### config.mk
export PLATFORM = sky130hd
export DESIGN_NAME = keypad_scanner_fifo
export DESIGN_NICKNAME = d
export VERILOG_FILES = /design/src/rtl/keypad_scanner_fifo.sv
export SDC_FILE = /design/constraint.sdc
export NUM_CORES = 1
export LEC_CHECK = 0
export CELL_PAD_IN_SITES_DETAIL_PLACEMENT = 0
export CELL_PAD_IN_SITES_GLOBAL_PLACEMENT = 1
export CORE_ASPECT_RATIO = 2
export CORE_MARGIN = 10
export CORE_UTILIZATION = 25
export CTS_BUF_LIST = sky130_fd_sc_hd__clkbuf_16
export DETAILED_ROUTE_END_ITERATION = 10
export PLACE_DENSITY = 0.45
export SKIP_LAST_GASP = 1
export SLEW_MARGIN = 20
export SYNTH_ARGS = -nofsm -noshare
export SYNTH_HDL_FRONTEND = slang
export SYNTH_SLANG_ARGS = --single-unit
### constraint.sdc
create_clock -name clk -period 4.75 [get_ports clk]
set_input_delay 0.95 -clock clk [delete_from_list [all_inputs] [get_ports clk]]
set_output_delay 0.95 -clock clk [all_outputs]
set_load 0.01 [all_outputs]
### src/rtl/keypad_scanner_fifo.sv
// rtl/keypad_scanner_fifo.sv - matrix keypad scanner with debounce, auto-repeat and key-code FIFO
module keypad_scanner_fifo #(
    parameter int ROWS          = 4,
    parameter int COLS          = 4,
    parameter int SCAN_PERIOD   = 32768,
    parameter int DEBOUNCE      = 12,
    parameter int FIFO_DEPTH    = 4,
    parameter int REPEAT_FRAMES = 0
) (
    input  logic            clk,
    input  logic            rst,
    output logic [ROWS-1:0] rowwrite,
    input  logic [COLS-1:0] colread,
    input  logic            ack,
    input  logic            statusordata,
    output logic [15:0]     keyout
);
    localparam int KW = $clog2(ROWS * COLS);
    localparam int RW = $clog2(ROWS);
    localparam int CW = $clog2(COLS);
    localparam int DW = (SCAN_PERIOD > 2) ? $clog2(SCAN_PERIOD) : 1;
    localparam int PW = (FIFO_DEPTH > 1) ? $clog2(FIFO_DEPTH) : 1;

    logic [DW-1:0] r_div;
    logic [RW-1:0] r_row;
    logic          r_fr_v, r_cand_v, r_acc_v, r_ovf;
    logic [KW-1:0] r_fr_code, r_cand_code, r_acc_code;
    logic [15:0]   r_stab, r_rep;
    logic [KW-1:0] r_mem [FIFO_DEPTH];
    logic [PW-1:0] r_head, r_tail;
    logic [7:0]    r_count;

    logic          w_tick, w_done, w_found, w_f_v, w_same, w_diff_acc;
    logic          w_accept, w_repeat, w_push, w_pop, w_full, w_wr;
    logic [CW-1:0] w_col;
    logic [KW-1:0] w_code, w_f_code, w_push_code;
    logic [15:0]   w_stab_nx, w_rep_nx;

    function automatic logic [PW-1:0] ptr_inc(input logic [PW-1:0] p);
        return (p == PW'(FIFO_DEPTH - 1)) ? '0 : p + 1'b1;
    endfunction

    assign w_tick   = (r_div == DW'(SCAN_PERIOD - 1));
    assign w_done   = w_tick && (r_row == RW'(ROWS - 1));
    assign rowwrite = ~(ROWS'(1) << r_row);

    // Descending scan so the lowest pressed column wins.
    always_comb begin
        w_found = 1'b0;
        w_col   = '0;
        for (int c = COLS - 1; c >= 0; c--) begin
            if (!colread[c]) begin
                w_found = 1'b1;
                w_col   = CW'(c);
            end
        end
    end

    // Earlier rows of the frame take priority; row 0 starts a fresh frame.
    always_comb begin
        w_code   = KW'(r_row) * KW'(COLS) + KW'(w_col);
        w_f_v    = 1'b0;
        w_f_code = w_code;
        if (r_row != '0 && r_fr_v) begin
            w_f_v    = 1'b1;
            w_f_code = r_fr_code;
        end else if (w_found) begin
            w_f_v    = 1'b1;
        end
    end

    always_comb begin
        w_same      = (w_f_v == r_cand_v) && (!w_f_v || w_f_code == r_cand_code);
        w_stab_nx   = 16'd1;
        if (w_same)
            w_stab_nx = (r_stab < 16'(DEBOUNCE)) ? r_stab + 16'd1 : r_stab;
        w_diff_acc  = (w_f_v != r_acc_v) || (w_f_v && w_f_code != r_acc_code);
        w_accept    = w_done && (w_stab_nx >= 16'(DEBOUNCE)) && w_diff_acc;
        w_rep_nx    = r_rep + 16'd1;
        w_repeat    = (REPEAT_FRAMES > 0) && w_done && !w_accept && r_acc_v
                      && (w_rep_nx == 16'(REPEAT_FRAMES));
        w_push      = (w_accept && w_f_v) || w_repeat;
        w_push_code = w_accept ? w_f_code : r_acc_code;
        w_pop       = ack && !statusordata && (r_count != 8'd0);
        w_full      = (r_count == 8'(FIFO_DEPTH));
        w_wr        = w_push && (!w_full || w_pop);
    end

    always_ff @(posedge clk) begin
        if (rst) begin
            r_div       <= '0;
            r_row       <= '0;
            r_fr_v      <= 1'b0;
            r_fr_code   <= '0;
            r_cand_v    <= 1'b0;
            r_cand_code <= '0;
            r_acc_v     <= 1'b0;
            r_acc_code  <= '0;
            r_stab      <= '0;
            r_rep       <= '0;
            r_head      <= '0;
            r_tail      <= '0;
            r_count     <= '0;
            r_ovf       <= 1'b0;
        end else begin
            r_div <= w_tick ? '0 : r_div + 1'b1;
            if (w_tick) begin
                r_row     <= (r_row == RW'(ROWS - 1)) ? '0 : r_row + 1'b1;
                r_fr_v    <= w_f_v;
                r_fr_code <= w_f_code;
            end
            if (w_done) begin
                r_cand_v    <= w_f_v;
                r_cand_code <= w_f_code;
                r_stab      <= w_stab_nx;
                if (w_accept) begin
                    r_acc_v    <= w_f_v;
                    r_acc_code <= w_f_code;
                    r_rep      <= '0;
                end else if (r_acc_v) begin
                    r_rep <= w_repeat ? '0 : w_rep_nx;
                end
            end
            if (w_wr)
                r_tail <= ptr_inc(r_tail);
            if (w_pop)
                r_head <= ptr_inc(r_head);
            r_count <= r_count + {7'd0, w_wr} - {7'd0, w_pop};
            // A dropped push outranks a same-cycle status acknowledge.
            if (w_push && w_full && !w_pop)
                r_ovf <= 1'b1;
            else if (ack && statusordata)
                r_ovf <= 1'b0;
        end
    end

    always_ff @(posedge clk) begin
        if (w_wr)
            r_mem[r_tail] <= w_push_code;
    end

    always_comb begin
        keyout = '0;
        if (statusordata)
            keyout = {r_count, 5'd0, r_acc_v, r_ovf, (r_count != 8'd0)};
        else if (r_count != 8'd0)
            keyout = {{(16 - KW){1'b0}}, r_mem[r_head]};
    end
endmodule

==> results of run 1 <==
-- path summary, 6_finish.rpt --
check,from,end,cells past startpoint
worst min-delay path,r_cand_code[3],r_cand_code[3],2
worst max register to register,r_row[0],r_count[6],19
worst min register to register,r_cand_code[3],r_cand_code[3],2
worst max-delay path,r_row[0],r_count[6],19
-- metal layers --
| metal | vias up | GRT usage | routed length, um |
|---|---|---|---|
| met1 | 1417 | 0.0882 | 3530 |
| met4 | 0 | 0.0511 | 344 |
| met2 | 42 | 0.200 | 5930 |
| li1 | 1504 | - | - |
| met5 | - | 0 | 0 |
| met3 | 17 | 0.0221 | 325 |
-- synth_stat cells (all sizes together) (2+ instances only) --
library cell | n | area [um^2]
a21o | 2 | 15.0
nor4b | 2 | 23.8
and4 | 2 | 17.5
inv | 25 | 93.8
nor2b | 2 | 20.0
a311oi | 2 | 17.5
and3 | 5 | 32.5
nor3 | 7 | 56.3
and3b | 2 | 18.8
xor2 | 9 | 78.8
a21oi | 26 | 130
mux2 | 2 | 30.0
edfxtp | 16 | 480
and2 | 29 | 181
nor2 | 47 | 176
buf | 8 | 58.8
o21a | 2 | 15.0
nand2b | 4 | 25.0
or2 | 2 | 12.5
nand4 | 7 | 43.8
o21ai | 11 | 55.1
or3 | 6 | 40.0
nor3b | 4 | 30.0
o31ai | 2 | 15.0
nand3 | 19 | 95.1
mux4 | 4 | 90.1
nand2 | 32 | 120
mux2i | 6 | 60.1
a22o | 2 | 17.5
clkbuf | 11 | 42.5
nor4 | 3 | 18.8
dfxtp | 63 | 1260
a31o | 2 | 17.5
ha | 21 | 263
a211oi | 5 | 42.5
xnor2 | 11 | 96.3
-- stage by stage --
step / total power [mW] / utilization / area [um^2] / instances
3_5_place_dp: 1.22 / 0.283 / 4440 / 638
6_report: 1.90 / 0.302 / 4740 / 654
3_3_place_gp: 1.22 / 0.283 / 4440 / 638
5_1_grt: 2.02 / 0.302 / 4740 / 654
2_1_floorplan: 1.05 / - / 3970 / 421
4_1_cts: 1.94 / 0.302 / 4740 / 654
-- sequential cells by signal (all words and copies together) (netlist names), named ones only --
| name | flops |
|---|---|
| r_fr_code | 4 |
| r_div | 15 |
| r_cand_v | 1 |
| r_fr_v | 1 |
| r_acc_code | 4 |
| r_ovf | 1 |
| r_tail | 2 |
| r_acc_v | 1 |
| r_count | 8 |
| r_stab | 16 |
| r_cand_code | 4 |
| r_mem | 16 |
| r_row | 2 |
| r_head | 2 |
-- cell type report --
class	count	area, um^2	share of cell area
Multi-Input combinational cell	298	2030	0.428
Sequential cell	79	1740	0.367
Timing Repair Buffer	35	320	0.0675
Tap cell	201	251	0.0530
Clock buffer	9	225	0.0475
Inverter	25	93.8	0.0198
Clock inverter	7	81.3	0.0171
-- critical path: stages (launching register included) --
cell and delay (ns):
dfxtp_1 0.47, inv_1 0.13, ha_1 0.28, nand2b_1 0.31, mux2_4 0.39, xor2_1 0.18, a2111oi_4 0.43, a31o_2 0.23
nand3_1 0.14, mux2i_1 0.18, ha_1 0.18, inv_1 0.06, fa_1 0.39, nand2b_1 0.17, a21oi_1 0.19, o21ai_0 0.12
a21oi_1 0.16, nor2_1 0.06, xor2_1 0.13, nor2_1 0.05
-- power by group --
part	leakage (nW)	switching, mW	internal [mW]
Combinational	0.953	0.228	0.222
Sequential	0.621	0.0258	0.715
Clock	0.140	0.299	0.413
Total	1.71	0.553	1.35
-- cells by family after synthesis --
logic type / after synthesis / synth area share
adders and majority gates: 22 / 0.0715
DFF: 79 / 0.440
and+or+nand+nor: 176 / 0.239
muxes: 12 / 0.0455
xor gates and xnor gates: 20 / 0.0443
buffers and inverters: 44 / 0.0493
other: 1 / 0.000948
AOI/OAI and AO/OA: 64 / 0.109
==> flow_metrics.py, run 1 <==
metrics = {
    "status": {
        "status": "finished clean",
    },
    "worst_hold_path": {
        "hp-class": "reg -> reg",
    },
    "cts": {
        "holdBufCountCts": 0,
        "cts_resized": 0,
        "cts_buffers": 9,
        "root_buffer": "clkbuf_16",
        "cts_buffer_depth": 2,
        "h-tree-depth": 3,
        "clk_latency_ns": 0.34,
        "clk_pin_slew_ns": 0.07,
        "cts_tree": "built",
        "cts_setup_buffers": 0,
        "cts_sinks": 79,
    },
    "global_route": {
        "grt_overflow": 0,
        "grt_antenna_before_repair": 0,
        "grt_max_degree": 19,
        "grt_pass1_vias": 3121,
        "grt_pass1_wl_mm": 16.4,
        "grt_usage": 0.101,
    },
    "worst_setup_path": {
        "worstPathArrival_ns": 4.61,
        "path_max_fanout": 7,
        "path_class": "reg -> reg",
        "cp.required_ns": 4.99,
        "r2r_slack_ns": 0.38,
        "start_kind": "register",
        "cp-end-kind": "register",
    },
    "floorplanning": {
        "io_pins": 28,
        "chipWidth_um": 109,
        "initial_core_util": 0.252,
        "row_count": 65,
        "fp.dieH_um": 198,
        "die_area_um2": 21600,
        "core_um2": 15700,
    },
    "timing": {
        "fin_ws_ns": 0.379,
        "rsz0062_at_grt": "false",
        "tightest_slew_ns": 0.766,
        "period_share": 0.920,
        "slew_headroom": 0.490,
        "fin_crit_ns": 4.37,
        "finalSetupViolCount": 0,
        "finalMaxSlewViolations": 0,
        "fmax_mhz": 229,
        "fin_setup_tns_ns": 0,
        "hold_viol_final": 0,
        "hold_ws_ns": 0.455,
        "clock_skew_ns": 0.00581,
    },
    "power_and_ir_drop": {
        "ir_drop_uv": 166,
        "p_per_area_nw_per_um2": 401,
        "p_leak_nw": 1.71,
    },
    "final_layout": {
        "num_antenna_cells": 0,
        "final_cell_mix": "63 x dfxtp_1, 47 x nor2_1, 32 x nand2_1",
        "n_fill_cell": 1676,
        "final_common_cell": "dfxtp_1",
        "nets": 478,
        "drive_above_1_share": 0.113,
        "syn_to_final_growth_pct": 19.9,
    },
    "route": {
        "routed_via_density": 4.56,
        "routed_wl_mm": 10.1,
        "dr.pass1.iters": 4,
        "drc_errors": 0,
        "avgRoutedWirePerCell_um": 15.5,
        "num_vias": 2980,
        "drt_iter0_markers": 121,
        "drt.antenna.violating_nets": 0,
    },
    "flow_run": {
        "drv_cap": 0,
    },
    "synthesis": {
        "synth_warnings": 0,
        "ys_async_sr_fraction": 0,
        "synth_area_um2": 3960,
        "ys.flop_type": "dfxtp_1",
        "synth-seq-cells": 79,
        "synthCells": 418,
        "ys_types": 62,
        "synth_seq_area_share": 0.440,
        "synth.avg_cell_area_um2": 9.46,
        "synth-edff-count": 16,
    },
    "place": {
        "preCtsSetupSlack_ns": 0.146,
        "gp_congestion": 0.732,
        "hpwl_mm": 8.00,
        "io_buffers": 23,
    },
}
(Power assumes the default switching activity.)
==> run 2: changes to the inputs <==
--- a/config.mk
+++ b/config.mk
@@ -5,6 +5,7 @@
 export SDC_FILE = /design/constraint.sdc
 export NUM_CORES = 1
 export LEC_CHECK = 0
+export ABC_AREA = 1
 export CELL_PAD_IN_SITES_DETAIL_PLACEMENT = 0
 export CELL_PAD_IN_SITES_GLOBAL_PLACEMENT = 1
 export CORE_ASPECT_RATIO = 2
@@ -12,7 +13,7 @@
 export CORE_UTILIZATION = 25
 export CTS_BUF_LIST = sky130_fd_sc_hd__clkbuf_16
 export DETAILED_ROUTE_END_ITERATION = 10
-export PLACE_DENSITY = 0.45
+export PLACE_DENSITY = 0.46
 export SKIP_LAST_GASP = 1
 export SLEW_MARGIN = 20
 export SYNTH_ARGS = -nofsm -noshare
==> run 2 against run 1 <==
Compared with the run above:
- sequential power up 0.5%
- cell count up 12%
- fmax rose by 7.8%
- hold slack lost 0.0066 ns
- critical path type is now in -> reg
- largest power group unchanged
- worst setup slack gained 0.32 ns
- clock power fell by 7.3%
- first-iteration DRC count is 36% lower
- flip-flop and latch count stayed put
==> flow_metrics.py, run 2 <==
metrics = {
    "status": {
        "status": "finished clean",
    },
    "synthesis": {
        "synth.avg_cell_area_um2": 8.02,
        "ys.flop_type": "dfxtp_1",
        "ys_async_sr_fraction": 0,
        "synthCells": 500,
        "ys_types": 49,
        "synth_area_leaders": "dfxtp_1 31%, edfxtp_1 12%, inv_1 9.1%",
        "synth_warnings": 0,
        "synth_seq_area_share": 0.434,
        "yosys-top-cells-count": "97 x inv_1, 75 x nand2_1, 63 x dfxtp_1, 50 x nor2_1, 32 x o21ai_0",
        "netlist.area_leader.share": 0.315,
        "synth_top_area_cell": "dfxtp_1",
        "synth-edff-count": 16,
        "synth_area_um2": 4010,
        "synth_most_common_cell": "inv_1",
        "synth-seq-cells": 79,
    },
    "final_layout": {
        "n_fill_cell": 1747,
        "top_regs": "r_mem (16), r_stab (16), r_div (15)",
        "fin_area_um2": 4740,
        "nets": 559,
        "final_cell_mix": "97 x inv_1, 75 x nand2_1, 63 x dfxtp_1",
        "multiInputGateArea_um2": 1840,
        "final_cells": 735,
        "syn_to_final_growth_pct": 18.2,
        "final_util": 0.300,
        "final_common_cell": "inv_1",
        "regArea_um2": 1740,
        "drive_above_1_share": 0.0955,
        "num_antenna_cells": 0,
    },
    "worst_hold_path": {
        "hp-class": "reg -> reg",
        "min_from": "r_div[0]",
        "holdPathStages": 1,
        "hold_end": "r_div[0]",
    },
    "power_and_ir_drop": {
        "power_mw": 1.77,
        "p_leak_nw": 2.09,
        "ir_drop_uv": 132,
        "p_per_area_nw_per_um2": 374,
    },
    "timing": {
        "finalSetupViolCount": 0,
        "fin_crit_ns": 4.06,
        "tightest_slew_ns": 0.765,
        "finalMaxSlewViolations": 0,
        "period_share": 0.854,
        "hold_viol_final": 0,
        "slew_headroom": 0.489,
        "rsz0062_at_grt": "false",
        "clock_skew_ns": 0.0110,
        "fin_setup_tns_ns": 0,
        "hold_ws_ns": 0.448,
        "fin_ws_ns": 0.695,
        "fmax_mhz": 247,
    },
    "place": {
        "gp_congestion": 0.722,
        "preCtsSetupSlack_ns": 0.344,
        "hpwl_mm": 7.81,
        "placed_cells": 719,
        "io_buffers": 23,
        "dpl_cell_area_um2": 4460,
    },
    "route": {
        "drt.antenna.violating_nets": 0,
        "avgRoutedWirePerCell_um": 13.5,
        "routed_wl_mm": 9.89,
        "num_vias": 3136,
        "drt_iter0_markers": 77,
        "dr.pass1.iters": 4,
        "routed_via_density": 4.27,
        "drc_errors": 0,
    },
    "floorplanning": {
        "chipWidth_um": 110,
        "fp.dieH_um": 199,
        "die_area_um2": 21800,
        "initial_core_util": 0.254,
        "io_pins": 28,
        "core_um2": 15800,
        "row_count": 65,
    },
    "worst_setup_path": {
        "critPathMostFrequentCell": "nand2_1",
        "path_buf_inv": 4,
        "slowest_stage": "clkdlybuf4s50_1",
        "path_cells": "clkdlybuf4s50_1 > nand2_1 > inv_1 > nand3_4 > nand2_1 > inv_1 > nand3_1 > nor2_1 > nand2_1 > nand2_4 > nand2_1 > nand4_4 > nand3_1 > nand2_1 > o21ai_2 > ha_1 > inv_1 > fa_1 > o31ai_1 > and2_1 > o21ai_0 > nand2_1 > o21ai_0 > a21oi_1",
        "timing.rr.end": "r_count[6]",
        "start_kind": "primary input",
        "cpPeakStageDelay_ns": 0.48,
        "path_max_fanout": 9,
        "cp.required_ns": 5.03,
        "path_class": "in -> reg",
        "cp-end-kind": "register",
        "critical_path.top_delay_family": "simple AND/OR/NAND/NOR gates",
        "worstReg2RegStart": "r_row[0]",
        "r2r_slack_ns": 0.92,
        "ff2ff_path_depth": 24,
        "worstPathArrival_ns": 4.33,
    },
    "cts": {
        "cts_buffer_depth": 2,
        "cts_buffers": 9,
        "cts_setup_buffers": 0,
        "holdBufCountCts": 0,
        "root_buffer": "clkbuf_16",
        "clk_pin_slew_ns": 0.07,
        "cts_tree": "built",
        "clk_latency_ns": 0.34,
        "cts_sinks": 79,
        "cts_resized": 0,
        "h-tree-depth": 3,
    },
    "global_route": {
        "grt_max_degree": 16,
        "grt_pass1_wl_mm": 16.0,
        "grt_usage": 0.0960,
        "grt_antenna_before_repair": 0,
        "grt_pass1_vias": 3224,
        "grt_overflow": 0,
    },
    "flow_run": {
        "drv_cap": 0,
    },
}
[run 2: cell count changes in the layout (fill, tap and decap cells not counted), sizes merged, moves of 12 or more]
cell,change
and2,-28
inv,+75
nand2,+49
nand3,+12
o21ai,+28
[run 2: final cells by class]
cell class,count,share of cell area
tap,201,0.0531
sequential,79,0.368
inverter,101,0.0800
clock inverter,7,0.0119
timing repair buffer,25,0.0518
clock buffer,9,0.0475
multi-input combinational,313,0.388
[run 2: per-layer routing]
layer	up-vias	part of all wire	track usage
li1	1666	-	-
met1	1434	0.35	0.0834
met2	25	0.61	0.198
met3	11	0.024	0.0171
met4	0	0.017	0.0407
met5	-	0	0
[run 2: cells by family (layout without fill, tap and decap cells)]
| group | after synthesis | after routing | share of synthesized area |
|---|---|---|---|
| simple gates | 193 | 193 | 0.245 |
| compound gates | 90 | 90 | 0.130 |
| fa+ha+maj | 22 | 22 | 0.0705 |
| other cells | 1 | 4 | 0.000935 |
| buf+inv | 111 | 142 | 0.110 |
| flops | 79 | 79 | 0.434 |
| xor+xnor | 4 | 4 | 0.00874 |
[run 2: worst max-delay path by stage]
stage	from	cells after the start	to
2_1_floorplan	colread[0]	23	r_count[6]
5_1_grt	colread[2]	22	r_count[6]
4_1_cts	colread[2]	24	r_count[6]
6_report	colread[0]	24	r_count[6]
3_3_place_gp	colread[2]	22	r_count[6]
3_5_place_dp	colread[2]	24	r_count[6]
[run 2: where the power goes]
group	leakage [nW]	switching [mW]	internal (mW)	total (mW)
logic	1.30	0.215	0.152	0.367
registers	0.659	0.0291	0.715	0.744
clock network	0.130	0.302	0.359	0.661
total	2.09	0.546	1.23	1.77
==> run 3: changes to the inputs <==
--- a/config.mk
+++ b/config.mk
@@ -13,7 +13,7 @@
 export CORE_UTILIZATION = 25
 export CTS_BUF_LIST = sky130_fd_sc_hd__clkbuf_16
 export DETAILED_ROUTE_END_ITERATION = 10
-export PLACE_DENSITY = 0.46
+export PLACE_DENSITY_LB_ADDON = 0.1
 export SKIP_LAST_GASP = 1
 export SLEW_MARGIN = 20
 export SYNTH_ARGS = -nofsm -noshare
==> run 3 against run 2 <==
Compared with the run above:
- utilization about the same
- clock skew down 0.0028 ns
- hold slack worse by 0.00079 ns
- fmax up 0.48%
- via count up 0.61%
- first-iteration DRC count down 25%
- sequential share of layout area up 0.058 points
- worst setup slack better by 0.019 ns
- wire length down 3.2%
==> flow_metrics.py, run 3 (synthesis gave the netlist of run 2 again) <==
metrics = {
    "worst_hold_path": {
        "hp-class": "reg -> reg",
        "hold_end": "r_div[0]",
        "holdPathStages": 1,
        "min_from": "r_div[0]",
    },
    "route": {
        "avgRoutedWirePerCell_um": 13.0,
        "routed_via_density": 4.29,
        "drt_iter0_markers": 58,
        "drc_errors": 0,
        "drt.antenna.violating_nets": 0,
        "routed_wl_mm": 9.57,
        "num_vias": 3155,
        "dr.pass1.iters": 5,
    },
    "status": {
        "status": "finished clean",
    },
    "timing": {
        "fin_setup_tns_ns": 0,
        "period_share": 0.850,
        "finalMaxSlewViolations": 0,
        "hold_viol_final": 0,
        "finalSetupViolCount": 0,
        "rsz0062_at_grt": "false",
        "clock_skew_ns": 0.00813,
        "fmax_mhz": 248,
        "fin_crit_ns": 4.04,
        "hold_ws_ns": 0.447,
        "slew_headroom": 0.458,
        "tightest_slew_ns": 0.812,
    },
    "worst_setup_path": {
        "critical_path.top_delay_family": "simple AND/OR/NAND/NOR gates",
        "worstReg2RegStart": "r_row[0]",
        "r2r_slack_ns": 0.96,
        "worstPathArrival_ns": 4.31,
        "start_kind": "primary input",
        "cpPeakStageDelay_ns": 0.47,
        "ff2ff_path_depth": 24,
        "path_max_fanout": 8,
        "slowest_stage": "clkdlybuf4s50_1",
        "path_class": "in -> reg",
        "critPathMostFrequentCell": "nand2_1",
        "path_cells": "clkdlybuf4s50_1 > inv_1 > o21ai_0 > nand2_1 > nand3_1 > nand2_1 > nor2_1 > nand2_1 > nand2_4 > nand3_1 > nand4_4 > nand4_2 > o21ai_2 > ha_1 > inv_1 > fa_1 > o31ai_1 > and2_1 > o21ai_0 > nand2_1 > o21ai_0 > a21oi_1",
        "cp-end-kind": "register",
        "cp.required_ns": 5.02,
        "path_buf_inv": 3,
        "timing.rr.end": "r_count[6]",
    },
    "cts": {
        "clk_latency_ns": 0.34,
        "holdBufCountCts": 0,
        "cts_buffer_depth": 2,
        "cts_tree": "built",
        "cts_resized": 0,
        "cts_buffers": 9,
        "cts_setup_buffers": 0,
        "h-tree-depth": 3,
        "cts_sinks": 79,
        "root_buffer": "clkbuf_16",
        "clk_pin_slew_ns": 0.07,
    },
    "flow_run": {
        "drv_cap": 0,
    },
    "floorplanning": {
        "row_count": 65,
        "core_um2": 15800,
        "io_pins": 28,
        "chipWidth_um": 110,
        "initial_core_util": 0.254,
        "fp.dieH_um": 199,
        "die_area_um2": 21800,
    },
    "power_and_ir_drop": {
        "p_sw_frac": 0.299,
        "power_mw": 1.74,
        "ir_drop_uv": 187,
        "clkPwrFrac": 0.365,
        "p_sw_mw": 0.522,
        "p_comb_frac": 0.209,
        "p_int_mw": 1.22,
        "seqPwrFrac": 0.426,
        "p_per_area_nw_per_um2": 369,
        "p_leak_nw": 2.09,
    },
    "global_route": {
        "grt_usage": 0.0947,
        "grt_max_degree": 23,
        "grt_pass1_wl_mm": 15.8,
        "grt_antenna_before_repair": 0,
        "grt_pass1_vias": 3241,
        "grt_overflow": 0,
    },
    "final_layout": {
        "final_cells": 735,
        "top_regs": "r_mem (16), r_stab (16), r_div (15)",
        "n_fill_cell": 1747,
        "final_common_cell": "inv_1",
        "final_cell_mix": "97 x inv_1, 75 x nand2_1, 63 x dfxtp_1",
        "drive_above_1_share": 0.0936,
        "num_antenna_cells": 0,
        "syn_to_final_growth_pct": 18.0,
        "nets": 559,
    },
    "place": {
        "placed_cells": 719,
        "gp_congestion": 0.709,
        "io_buffers": 23,
        "hpwl_mm": 7.66,
    },
}
==> run 3: cell types whose count changed in the layout (fill, tap and decap cells not counted), sizes merged <==
cell | previous run | this run
clkinv | 3 | 4
inv | 102 | 101
==> run 3: worst reg2reg max path: cells and delay by family (launching register included) <==
| family | cells | cell delay, ns |
|---|---|---|
| AOI/OAI and AO/OA | 5 | 0.73 |
| buffers and inverters | 3 | 0.25 |
| adders and majority gates | 3 | 0.84 |
| DFF | 1 | 0.39 |
| and+or+nand+nor | 13 | 1.51 |
==> run 3: power groups by stage <==
stage | Sequential, mW | Combinational (mW) | Clock (mW)
2_1_floorplan | 0.748 | 0.252 | 0
5_1_grt | 0.747 | 0.425 | 0.694
3_5_place_dp | 0.759 | 0.374 | 0
4_1_cts | 0.744 | 0.376 | 0.665
3_3_place_gp | 0.759 | 0.374 | 0
6_report | 0.743 | 0.364 | 0.637
==> run 3: worst max-delay path by stage <==
stage	startpoint	endpoint	depth (start not counted)
after floorplan	colread[0]	r_count[6]	23
after global placement	colread[2]	r_count[6]	22
after detailed placement	colread[2]	r_count[6]	22
after CTS	colread[2]	r_count[6]	22
after global routing	colread[2]	r_count[7]	22
final	colread[2]	r_count[6]	22
==> run 3: through the flow <==
step / util / cell area, um^2 / worst slack, ns
6_report: 0.300 / 4730 / 0.714
5_1_grt: 0.300 / 4730 / 0.260
4_1_cts: 0.300 / 4730 / 0.673
3_5_place_dp: 0.282 / 4460 / 0.316
3_3_place_gp: 0.282 / 4460 / 0.405
2_1_floorplan: - / 4020 / 1.26
==> run 3: cell type report <==
cell class	count	area [um^2]	share of cell area
sequential	79	1740	0.368
multi-input combinational	313	1840	0.389
tap	201	251	0.0532
inverter	101	379	0.0801
timing repair buffer	25	245	0.0518
clock buffer	9	225	0.0476
clock inverter	7	48.8	0.0103
==> run 3: metal layers <==
layer | vias to the layer above | GRT usage | part of all wire
li1 | 1664 | - | -
met1 | 1457 | 0.0814 | 0.34
met2 | 27 | 0.196 | 0.61
met3 | 7 | 0.0177 | 0.029
met4 | 0 | 0.0407 | 0.016
met5 | - | 0 | 0
